<file path="src/rtl/logic_gate_pipe.sv">
// rtl/logic_gate_pipe.sv - registered bitwise gate unit with multi-beat NOR-accumulate
// Single-entry output register with valid/ready handshakes on the operand and result sides.
module logic_gate_pipe #(
   parameter int WIDTH = 8,
   parameter int BEATS = 4
) (
   input  logic             clk,
   input  logic             rst_n,
   input  logic             in_valid,
   output logic             in_ready,
   input  logic [WIDTH-1:0] a,
   input  logic [WIDTH-1:0] b,
   input  logic [2:0]       op,
   output logic             out_valid,
   input  logic             out_ready,
   output logic [WIDTH-1:0] y,
   output logic             y_zero,
   output logic             acc_busy
);

   localparam int CW = (BEATS > 1) ? $clog2(BEATS) : 1;
   localparam logic [CW-1:0] LAST_BEAT = CW'(BEATS - 1);

   typedef enum logic {
      ST_IDLE,
      ST_ACC
   } state_t;

   state_t           state_q, state_d;
   logic [CW-1:0]    cnt_q, cnt_d;
   logic [WIDTH-1:0] acc_q, acc_d;
   logic [WIDTH-1:0] y_q, y_d;
   logic             out_valid_q, out_valid_d;
   logic             y_zero_q, y_zero_d;
   logic             acc_busy_q, acc_busy_d;

   logic             slot_free;
   logic             last_beat;
   logic             in_xfer;
   logic             out_xfer;
   logic             load;
   logic [WIDTH-1:0] gate_res;
   logic [WIDTH-1:0] ab_or;

   assign slot_free = !out_valid_q || out_ready;
   assign last_beat = (cnt_q == LAST_BEAT);
   assign ab_or     = a | b;

   // Non-final accumulate beats never produce a result, so they need no free output slot.
   assign in_ready  = (state_q == ST_ACC && !last_beat) ? 1'b1 : slot_free;
   assign in_xfer   = in_valid && in_ready;
   assign out_xfer  = out_valid_q && out_ready;

   always_comb begin
      gate_res = '0;
      case (op)
         3'b000:  gate_res = a & b;
         3'b001:  gate_res = a | b;
         3'b010:  gate_res = ~(a & b);
         3'b011:  gate_res = ~(a | b);
         3'b100:  gate_res = a ^ b;
         3'b101:  gate_res = ~(a ^ b);
         3'b110:  gate_res = ~a;
         default: gate_res = '0;
      endcase
   end

   always_comb begin
      state_d    = state_q;
      cnt_d      = cnt_q;
      acc_d      = acc_q;
      y_d        = y_q;
      acc_busy_d = acc_busy_q;
      load       = 1'b0;
      case (state_q)
         ST_IDLE: begin
            if (in_xfer) begin
               if (op == 3'b111) begin
                  acc_d      = ab_or;
                  cnt_d      = CW'(1);
                  state_d    = ST_ACC;
                  acc_busy_d = 1'b1;
               end else begin
                  y_d  = gate_res;
                  load = 1'b1;
               end
            end
         end
         ST_ACC: begin
            if (in_xfer) begin
               if (last_beat) begin
                  y_d        = ~(acc_q | ab_or);
                  load       = 1'b1;
                  cnt_d      = '0;
                  acc_d      = '0;
                  state_d    = ST_IDLE;
                  acc_busy_d = 1'b0;
               end else begin
                  acc_d = acc_q | ab_or;
                  cnt_d = cnt_q + CW'(1);
               end
            end
         end
      endcase
      out_valid_d = load ? 1'b1 : (out_xfer ? 1'b0 : out_valid_q);
      y_zero_d    = ~|y_d;
   end

   always_ff @(posedge clk) begin
      if (!rst_n) begin
         state_q     <= ST_IDLE;
         cnt_q       <= '0;
         acc_q       <= '0;
         y_q         <= '0;
         out_valid_q <= 1'b0;
         y_zero_q    <= 1'b1;
         acc_busy_q  <= 1'b0;
      end else begin
         state_q     <= state_d;
         cnt_q       <= cnt_d;
         acc_q       <= acc_d;
         y_q         <= y_d;
         out_valid_q <= out_valid_d;
         y_zero_q    <= y_zero_d;
         acc_busy_q  <= acc_busy_d;
      end
   end

   assign out_valid = out_valid_q;
   assign y         = y_q;
   assign y_zero    = y_zero_q;
   assign acc_busy  = acc_busy_q;

endmodule
</file>
<file path="config.mk">
export PLATFORM = sky130hd
export DESIGN_NAME = logic_gate_pipe
export DESIGN_NICKNAME = d
export VERILOG_FILES = /design/src/rtl/logic_gate_pipe.sv
export SDC_FILE = /design/constraint.sdc
export NUM_CORES = 1
export LEC_CHECK = 0
export CELL_PAD_IN_SITES_DETAIL_PLACEMENT = 0
export CELL_PAD_IN_SITES_GLOBAL_PLACEMENT = 1
export CORE_UTILIZATION = 40
export CTS_CLUSTER_SIZE = 10
export DETAILED_ROUTE_END_ITERATION = 10
export PLACE_DENSITY_LB_ADDON = 0.1
export SYNTH_ARGS = -nofsm -noshare
export SYNTH_HDL_FRONTEND = slang
export SYNTH_SLANG_ARGS = --single-unit
</file>
<file path="constraint.sdc">
create_clock -name clk -period 2.6 [get_ports clk]
set_clock_uncertainty 0.05 [all_clocks]
set_input_delay 0.52 -clock clk [delete_from_list [all_inputs] [get_ports clk]]
set_output_delay 0.52 -clock clk [all_outputs]
set_load 0.02 [all_outputs]
</file>
# Word-level counts from Yosys, hierarchy flattened

Index checks and enable logic that the tools add are counted.

Word-level logic and storage cells: 76
Register bits: 22
Bits in latches: 0
Memories: 0
Bits in read-only memories: 0
RAM bits: 0

Reduce and logical (&&, ||, !) cells: 12
Equal/unequal tests: 12
Div/mod/pow operators: 0
Bitwise logic cells: 10
$lt $le $gt $ge: 0
Add/subtract/negate cells: 1
Shifts and indexed selects: 0
Multiplexer cells: 34
Multiply operators: 0

Operator list:

| kind                | number |
|---|---|
| $mux 8              | 8 |
| $pmux 8 s7          | 1 |
| $not 8->8           | 5 |
| $pmux 8 s2          | 2 |
| $or 8x8->8          | 2 |
| $mux 1              | 15 |
| $eq 3x3->1 const B  | 4 |
| $and 8x8->8         | 1 |
| $mux 2              | 4 |
| $reduce_or 8->1     | 1 |
| $xor 8x8->8         | 1 |
| $eq 3x2->1 const B  | 2 |
| $pmux 1 s2          | 3 |
| $ne 2x1->1 const B  | 2 |
| $ne 2x2->1 const B  | 2 |
| $pmux 2 s2          | 1 |
| $reduce_and 4->1    | 1 |
| $eq 3x1->1 const B  | 1 |
| $logic_and 1x1->1   | 3 |
| $logic_not 1->1     | 3 |
| $logic_not 3->1     | 1 |
| $reduce_and 3->1    | 1 |
| $add 2x1->2 const B | 1 |
| $eq 2x2->1 const B  | 1 |
| 3 further kinds     | 3 |

# Logic depth before layout (Yosys ltp)

Gate-level depths: netlist of the first run.

Depth in word-level cells: 9
Gate-level depth with buffers: 8
Depth with buffers taken out: 8

# Worst setup path after synthesis of the first run

OpenSTA, ideal clock, no wires.

Kind: input to register
From: input port a[1]
To: register y_zero_q, in the netlist y_zero
Required time: 2454 ps
Arrival: 1994 ps
Cell stages on the path: 7
Slack: 460 ps
Cells stage by stage: inv_1 -> ha_1 -> mux2_4 -> mux4_2 -> nor2_2 -> a221oi_2 -> o41ai_2

Longest elaborated chain between the ends: 8
Elaborated cells between the ends (all ways): 17
Classes of those cells: mux: 6; bitwise: 9; reduce/logical: 2

Ends and longest elaborated chain:

| item                                    | RTL line | RTL |
|---|---|---|
| start: declaration                      | 11       | `input logic [WIDTH-1:0] a,` |
| $xor 8x8->8 (tied with other cells)     | 61, 62   |  |
| $not 8->8 (tied with other cells)       | 62       | `3'b101: gate_res = ~(a ^ b);` |
| $pmux 8 s7 or $not 8->8 (tied branches) | 56, 92   |  |
| $mux 8, on equally long branches        | 78, 91   |  |
| $mux 8, on equally long branches        | 77, 90   |  |
| $pmux 8 s2 *                            | 75       | `case (state_q)` |
| $reduce_or 8->1 *                       | 106      | `y_zero_d = ~\|y_d;` |
| $logic_not 1->1 *                       | 106      |  |
| end signal: assignment                  | 124      | `y_zero_q <= y_zero_d;` |
| end: declaration                        | 34       | `logic y_zero_q, y_zero_d;` |

Mark *: on every way between the ends. The rest lies on a longest branch, timed or not.
A chain may end at the register's enable or synchronous reset.

# Worst setup path after layout of the first run

Ends and elaborated chain as after synthesis.

==> flow_metrics.py, run 1 <==
metrics = {
    "worst_hold_path": {
        "min_path_cells": 2,
        "hold_start": "acc_busy",
        "holdCritPathClass": "reg2reg",
        "hold-path-endpoint": "acc_busy",
    },
    "timing": {
        "worst_slack_ns": 0.162,
        "timing.final.crit_share_pct": 93.8,
        "worst_pin_slew_ns": 0.748,
        "max_freq_mhz": 410,
        "hold_viol_final": 0,
        "rsz0062_at_grt": "no",
        "hold_ws_ns": 0.456,
        "slew_viol_final": 0,
        "period_needed_ns": 2.44,
        "slew-limit-headroom_pct": 50.0,
        "setup-violations-final": 0,
    },
    "clock_tree": {
        "ctsHoldBuffers": 0,
        "root_buffer": "clkbuf_8",
        "h-tree-depth": 1,
        "clkLatencyLatePin_ns": 0.26,
        "clk_pin_slew_ns": 0.08,
        "cts_tree": "done",
        "numCtsBuffers": 3,
        "post_cts_resize_count": 0,
        "post_cts_buffers": 0,
        "cts.path.max_buffers": 2,
        "cts_sinks": 22,
    },
    "logic_synthesis": {
        "synth-compound-area-share_pct": 20.9,
        "syn_avg_cell_area_um2": 8.55,
        "async_flop_share_pct": 0,
        "synth_area_um2": 2080,
        "synth-main-ff-cell": "dfxtp_1",
        "synth_largest_area_cell": "dfxtp_1",
        "synth_cells": 243,
        "syn_nets": 290,
        "yosysSeqAreaShare_pct": 21.2,
        "synth-edff-count": 0,
        "synth_top_cells_by_area": "dfxtp_1 21%, ha_1 14%, mux2i_1 11%",
        "synth_top_area_share_pct": 21.2,
        "synth_top_family_by_area": "compound AO/OA/AOI/OAI gates",
        "synth_cell_types": 52,
        "synthAdderAreaFrac_pct": 14.5,
        "synthSimpleGateAreaFrac_pct": 17.5,
        "yosys-mux-area-fraction_pct": 17.3,
        "yosysWarnings": 0,
        "synth-seq-cells": 22,
        "synth_xor_area_share_pct": 0.843,
    },
    "placed_design": {
        "place_ws_ns": -0.124,
        "io_buffer_count": 34,
        "hpwl_um": 3830,
        "place_congestion": 0.762,
        "dp_cells": 358,
    },
    "grt": {
        "overflow": 0,
        "grt_pass1_wl_um": 8170,
        "track_usage_pct": 19.3,
        "antenna_found_initial": 0,
        "grt_pass1_vias": 1752,
        "grt_start_max_net_pins": 35,
    },
    "floorplanning": {
        "start_util_pct": 42.8,
        "ios": 35,
        "die-width_um": 74.1,
        "coreArea_um2": 4850,
        "die_h_um": 74.1,
        "std_cell_rows": 25,
        "die_area_um2": 5480,
    },
    "setup_path": {
        "max_stage_delay_ns": 0.48,
        "reg2reg_from": "cnt_q[0]",
        "path_cells": "clkdlybuf4s50_1 > inv_1 > ha_1 > mux2_4 > mux4_2 > nor2_2 > a221oi_2 > o41ai_2",
        "crit_type": "in2reg",
        "r2r_cells": 7,
        "ff2ff_setup_slack_ns": 0.40,
        "crit_path_top_delay_cell": "mux4_2",
        "cp_data_required_time_ns": 2.73,
        "cp-end-kind": "register",
        "rr_endpoint": "y_zero",
        "cp-start-kind": "input pin",
        "path_max_fanout": 2,
        "cp.arrival_ns": 2.56,
    },
    "routing": {
        "postRouteAntennaNets": 0,
        "wl_um": 4860,
        "first_pass_iters": 4,
        "drc_errors": 0,
        "post_drt_wl_per_cell_um": 13.5,
        "drt_iter0_markers": 162,
        "avgViaCountPerCell": 5.21,
        "vias": 1880,
    },
    "power": {
        "p_leak_nw": 1.21,
        "power_density_nw_per_um2": 350,
        "peakVddDrop_uv": 140,
    },
    "job": {
        "maxCapViolations": 0,
    },
    "layout": {
        "area_growth_pct": 29.9,
        "nNetsFinal": 343,
        "antenna_cells": 0,
        "stdcell_count": 361,
        "final_util_pct": 55.6,
        "layout-drive-gt1-share_pct": 15.6,
    },
    "status": {
        "status": "completed",
    },
}
-- metrics by stage --
stage | setup TNS [ns] | total power (W) | instance area, um^2
2_1_floorplan | 0 | 0.000590 | 2080
3_3_place_gp | -0.0943 | 0.000734 | 2660
3_5_place_dp | -0.124 | 0.000737 | 2660
4_1_cts | 0 | 0.000950 | 2700
5_1_grt | 0 | 0.00100 | 2700
6_report | 0 | 0.000945 | 2700
-- cell families after synthesis --
group / count (synthesis)
AO/OA/AOI/OAI: 57
XOR/XNOR: 2
adder cells (fa/ha/maj): 24
buffers and inverters: 37
flip-flops: 22
multiplexers: 33
AND/OR/NAND/NOR: 68
-- synthesized netlist by cell type, types with 4 or more instances --
cell / number
inv_1: 19
dfxtp_1: 22
a22oi_1: 5
o22ai_1: 5
ha_1: 24
nand2_1: 15
a21oi_1: 9
o221a_1: 4
nand3_1: 10
clkbuf_1: 5
mux2i_1: 22
and2_1: 5
nor2b_1: 18
nor2_1: 7
buf_2: 9
o211ai_1: 4
mux2_1: 6
-- sequential cells by signal, indices dropped and copies added (netlist names) --
name	cells
out_valid	1
y	8
acc_busy	1
cnt_q	2
y_zero	1
state_q	1
acc_q	8
-- cells in the final DEF (no fill, tap or decap), types with 5 or more instances in the layout --
cell type,count
a21oi_1,9
mux2_1,6
a22oi_1,5
nand3_1,10
dfxtp_1,22
mux2i_1,22
nand2_1,15
and2_1,5
nor2b_1,18
clkdlybuf4s50_1,34
buf_4,29
nor2_1,7
inv_1,19
o22ai_1,5
ha_1,24
-- report_power, final --
group	internal [W]	switching, W
clock	0.000104	0.000112
sequential	0.000358	0.0000134
combinational	0.000188	0.000170
total	0.000649	0.000296
-- area by class of cell --
cell class / instances / area (um^2)
Fill cell: 494 / 2150
Multi-Input combinational cell: 184 / 1480
Timing Repair Buffer: 64 / 578
Sequential cell: 22 / 440
Tap cell: 67 / 83.8
Inverter: 21 / 78.8
Clock buffer: 3 / 41.3
-- how the worst max path moves through the flow --
stage                        end  slack, ns  startpoint  cells after the start
after CTS                 y_zero       0.15        a[1]                      8
after detailed placement  y_zero      -0.12        a[1]                      8
after floorplan           y_zero       0.46        a[1]                      7
final                     y_zero       0.16        a[1]                      8
after global placement    y_zero      -0.09        a[1]                      8
after global routing      y_zero       0.05       op[2]                      8
-- layer usage --
layer | up-vias | routed length (um) | track usage (%)
met5 | - | 0 | 0
met4 | 0 | 78 | 7.26
met3 | 6 | 231 | 1.90
met2 | 55 | 1980 | 29.2
met1 | 840 | 2570 | 28.1
li1 | 979 | - | -
-- critical path: cells and delay by family --
family,cells,cell delay [ns]
simple gates,1,0.11
compound gates,2,0.38
mux,2,0.74
fa+ha+maj,1,0.30
buf+inv,2,0.52
Power figures use the tool's default switching activity.
==> inputs of run 2 (changes only) <==
Settings changed: CORE_UTILIZATION 40 to 43.
Clock period 2.6 ns to 3.1 ns, I/O delays scaled along.
==> run 2 against run 1 <==
- register-to-register slack better by 0.33 ns
- global-route usage decreased by 0.78 points
- wire length fell by 7.0%
- clock-buffer cell count rose by 1
- setup slack gained 0.29 ns
- combinational power is 24% lower
- cell area is 6.6% lower
- largest power group unchanged
==> flow_metrics.py, run 2 (synthesis results as in run 1) <==
metrics = {
    "status": {
        "status": "completed",
    },
    "routing": {
        "wl_met3_um": 157,
        "wl_met1_um": 2390,
        "avgViaCountPerCell": 5.68,
        "topRoutingLayerUsed": "met4",
        "drt_iter0_markers": 80,
        "postRouteAntennaNets": 0,
        "wl_met2_um": 1920,
        "first_pass_iters": 4,
        "wl_um": 4520,
        "post_drt_wl_per_cell_um": 14.0,
        "drc_errors": 0,
        "vias": 1841,
    },
    "grt": {
        "grt_pass1_vias": 1633,
        "track_usage_pct": 18.5,
        "antenna_found_initial": 0,
        "overflow": 0,
        "grt_start_max_net_pins": 35,
        "grt_pass1_wl_um": 7580,
    },
    "timing": {
        "worst_pin_slew_ns": 0.732,
        "hold_ws_ns": 0.451,
        "worst_slack_ns": 0.456,
        "period_needed_ns": 2.64,
        "setup-violations-final": 0,
        "hold_viol_final": 0,
        "tns_ns": 0,
        "timing.final.crit_share_pct": 85.3,
        "slew_viol_final": 0,
        "max_freq_mhz": 378,
        "slew-limit-headroom_pct": 51.1,
        "rsz0062_at_grt": "no",
    },
    "floorplanning": {
        "die_h_um": 71.5,
        "coreArea_um2": 4500,
        "die-width_um": 71.5,
        "start_util_pct": 46.1,
        "die_area_um2": 5110,
        "std_cell_rows": 24,
        "ios": 35,
    },
    "layout": {
        "stdcell_count": 324,
        "layout-drive-gt1-share_pct": 8.82,
        "area_growth_pct": 21.3,
        "final_cell_mix": "34 x clkdlybuf4s50_1, 24 x ha_1, 22 x mux2i_1, 22 x dfxtp_1, 19 x inv_1",
        "antenna_cells": 0,
        "final_common_cell": "clkdlybuf4s50_1",
        "fin_area_um2": 2520,
        "nNetsFinal": 320,
    },
    "clock_tree": {
        "h-tree-depth": 1,
        "clk_pin_slew_ns": 0.08,
        "root_buffer": "clkbuf_8",
        "cts_sinks": 22,
        "post_cts_resize_count": 0,
        "numCtsBuffers": 3,
        "ctsHoldBuffers": 0,
        "post_cts_buffers": 0,
        "cts.path.max_buffers": 2,
        "clkLatencyLatePin_ns": 0.27,
        "cts_tree": "done",
    },
    "setup_path": {
        "cp_data_required_time_ns": 2.43,
        "reg2reg_from": "cnt_q[0]",
        "cp-startpoint": "cnt_q[0]",
        "rr_endpoint": "y_zero",
        "path_max_fanout": 8,
        "cp.arrival_ns": 1.97,
        "cp-end-kind": "output pin",
        "cp-start-kind": "register",
        "ff2ff_setup_slack_ns": 0.73,
        "critPathCapture": "in_ready",
        "r2r_cells": 7,
        "crit_type": "reg2out",
    },
    "power": {
        "pwr-share-seq_pct": 39.1,
        "p_switching_w": 0.000246,
        "p_leak_nw": 1.11,
        "pwr-share-comb_pct": 34.3,
        "peakVddDrop_uv": 147,
        "p_clk_share_pct": 26.6,
        "switching_share_pct": 31.0,
        "p_int_w": 0.000550,
        "power_density_nw_per_um2": 316,
    },
    "placed_design": {
        "hpwl_um": 3490,
        "place_area_um2": 2460,
        "io_buffer_count": 34,
        "dp_cells": 320,
        "place_congestion": 0.752,
        "place_ws_ns": 0.215,
    },
    "job": {
        "maxCapViolations": 0,
    },
    "worst_hold_path": {
        "holdCritPathClass": "reg2reg",
    },
}
[run 2: cell count changes in the layout (fill, tap and decap cells not counted)]
cell | before | now
clkbuf_8 | 3 | 4
buf_4 | 29 | 6
[run 2: layout make-up]
| cell class | count | area [um^2] |
|---|---|---|
| Sequential cell | 22 | 440 |
| Inverter | 21 | 78.8 |
| Clock buffer | 4 | 55.1 |
| Timing Repair Buffer | 41 | 405 |
| Multi-Input combinational cell | 184 | 1480 |
| Tap cell | 52 | 65.1 |
| Fill cell | 445 | 1980 |
[run 2: power groups by stage]
stage | sequential [W] | clock [W] | combinational [W]
after global placement | 0.000318 | 0 | 0.000271
after detailed placement | 0.000317 | 0 | 0.000273
after global routing | 0.000313 | 0.000225 | 0.000302
after floorplan | 0.000330 | 0 | 0.000164
after CTS | 0.000311 | 0.000215 | 0.000274
final | 0.000311 | 0.000212 | 0.000273
[run 2: how the worst min path moves through the flow]
stage              from        to  slack, ns  depth (start not counted)
2_1_floorplan  cnt_q[1]  cnt_q[1]       0.43                          2
3_3_place_gp   acc_busy  acc_busy       0.43                          2
3_5_place_dp   acc_busy  acc_busy       0.44                          2
4_1_cts        acc_busy  acc_busy       0.45                          2
5_1_grt        acc_busy  acc_busy       0.49                          2
6_report       acc_busy  acc_busy       0.45                          2
[run 2: metal layers]
layer	vias to the layer above	GRT usage (%)
met5	-	0
met4	0	6.54
met3	4	0.985
met2	51	29.0
met1	854	27.1
li1	932	-
[run 2: critical path, cell delays in order (launching register included)]
cell and delay, ns:
dfxtp_1 0.34, ha_1 0.29, nand2b_1 0.34, nand2_1 0.14, clkdlybuf4s50_1 0.60
[run 2: stage by stage]
| stage | total power (W) | utilization (%) |
|---|---|---|
| 2_1_floorplan | 0.000495 | - |
| 3_3_place_gp | 0.000588 | 54.7 |
| 3_5_place_dp | 0.000590 | 54.7 |
| 4_1_cts | 0.000800 | 55.9 |
| 5_1_grt | 0.000841 | 55.9 |
| 6_report | 0.000796 | 55.9 |
==> inputs of run 3 (changes only) <==
Settings changed: CORE_ASPECT_RATIO from default to 1.4.
==> run 3 against run 2 <==
- non-clock buffer count up 1
- first-iteration DRC count decreased by 25%
- flip-flop and latch count unchanged
- sequential power about the same
- total power down 4.1%
- hold slack got worse by 0.0050 ns
- critical path type unchanged
- highest routed layer unchanged
==> flow_metrics.py, run 3 (synthesis results as in run 1) <==
metrics = {
    "power": {
        "power_density_nw_per_um2": 302,
        "peakVddDrop_uv": 149,
        "p_leak_nw": 1.11,
    },
    "floorplanning": {
        "std_cell_rows": 29,
        "ios": 35,
        "die-width_um": 60.7,
        "start_util_pct": 45.4,
        "die_area_um2": 5120,
        "die_h_um": 84.2,
        "coreArea_um2": 4570,
    },
    "timing": {
        "hold_viol_final": 0,
        "period_needed_ns": 2.66,
        "timing.final.crit_share_pct": 85.8,
        "tns_ns": 0,
        "max_freq_mhz": 376,
        "rsz0062_at_grt": "no",
        "slew_viol_final": 0,
        "setup-violations-final": 0,
        "slew-limit-headroom_pct": 52.1,
        "worst_pin_slew_ns": 0.716,
    },
    "status": {
        "status": "completed",
    },
    "layout": {
        "area_growth_pct": 21.6,
        "final_cell_mix": "34 x clkdlybuf4s50_1, 24 x ha_1, 22 x mux2i_1, 22 x dfxtp_1, 19 x inv_1",
        "final_util_pct": 55.3,
        "antenna_cells": 0,
        "fin_area_um2": 2530,
        "final_common_cell": "clkdlybuf4s50_1",
        "nNetsFinal": 321,
        "layout-drive-gt1-share_pct": 8.82,
        "fillers": 477,
    },
    "clock_tree": {
        "cts_sinks": 22,
        "h-tree-depth": 1,
        "root_buffer": "clkbuf_8",
        "numCtsBuffers": 3,
        "clkLatencyLatePin_ns": 0.26,
        "post_cts_resize_count": 0,
        "clk_pin_slew_ns": 0.08,
        "ctsHoldBuffers": 0,
        "cts.path.max_buffers": 2,
        "post_cts_buffers": 0,
        "cts_tree": "done",
    },
    "worst_hold_path": {
        "hold-path-endpoint": "acc_busy",
        "min_path_cells": 2,
        "holdCritPathClass": "reg2reg",
        "hold_start": "acc_busy",
    },
    "setup_path": {
        "path_max_fanout": 8,
        "cp_data_required_time_ns": 2.43,
        "cp-end-kind": "output pin",
        "ff2ff_setup_slack_ns": 0.91,
        "cp.arrival_ns": 1.99,
        "r2r_cells": 7,
        "rr_endpoint": "y_zero",
        "cp-start-kind": "register",
        "crit_type": "reg2out",
        "reg2reg_from": "cnt_q[0]",
    },
    "grt": {
        "grt_pass1_wl_um": 7710,
        "grt-busiest-layer": "met2",
        "track_usage_pct": 19.4,
        "grt.met1_usage_pct": 26.4,
        "antenna_found_initial": 0,
        "grt_pass1_vias": 1669,
        "grt_start_max_net_pins": 35,
        "overflow": 0,
        "met2_usage_pct": 32.2,
        "grt_use_met3_pct": 1.39,
    },
    "job": {
        "maxCapViolations": 0,
    },
    "routing": {
        "drt_iter0_markers": 60,
        "first_pass_iters": 4,
        "wl_um": 4590,
        "vias": 1811,
        "drc_errors": 0,
        "avgViaCountPerCell": 5.42,
        "postRouteAntennaNets": 0,
        "post_drt_wl_per_cell_um": 13.7,
    },
    "placed_design": {
        "place_congestion": 0.735,
        "hpwl_um": 3630,
        "place_area_um2": 2480,
        "io_buffer_count": 34,
    },
}
==> run 3: changes by cell type in the layout (fill, tap and decap cells not counted), sizes merged <==
| cell | change |
|---|---|
| buf | +1 |
| clkbuf | -1 |
==> run 3: where the power goes <==
group	total, W	switching (W)	internal, W
combinational	0.000273	0.000136	0.000137
sequential	0.000312	0.0000114	0.000300
clock	0.000179	0.0000923	0.0000868
==> run 3: worst max-delay path by stage <==
stage | start | endpoint | slack, ns | cells after the start
floorplan | a[1] | y_zero | 0.86 | 7
global placement | a[1] | y_zero | 0.28 | 8
detailed placement | a[1] | y_zero | 0.23 | 8
CTS | cnt_q[0] | in_ready | 0.39 | 4
global route | cnt_q[0] | in_ready | 0.34 | 4
finish | cnt_q[0] | in_ready | 0.44 | 4
==> run 3: area by class of cell <==
cell class | count | area, um^2 | area share, %
Multi-Input combinational cell | 184 | 1480 | 58.4
Inverter | 21 | 78.8 | 3.12
Clock buffer | 3 | 41.3 | 1.63
Sequential cell | 22 | 440 | 17.4
Tap cell | 62 | 77.6 | 3.07
Timing Repair Buffer | 42 | 413 | 16.3
==> run 3: per-stage QoR <==
step	setup slack [ns]	hold WS, ns	power (W)	instances
after CTS	0.385	0.453	0.000771	334
after floorplan	0.860	0.430	0.000495	243
after global placement	0.277	0.424	0.000590	331
final	0.441	0.446	0.000764	334
after detailed placement	0.229	0.442	0.000592	331
after global routing	0.342	0.488	0.000813	334
==> run 3: per-layer routing <==
layer	wire length, um	up-vias
met5	0	-
met1	2170	829
met4	61	0
li1	-	938
met3	102	5
met2	2260	39
==> run 3: critical path, cell delays in order, from the launching register on <==
cell	delay [ns]
dfxtp_1	0.33
ha_1	0.29
nand2b_1	0.35
nand2_1	0.14
clkdlybuf4s50_1	0.61
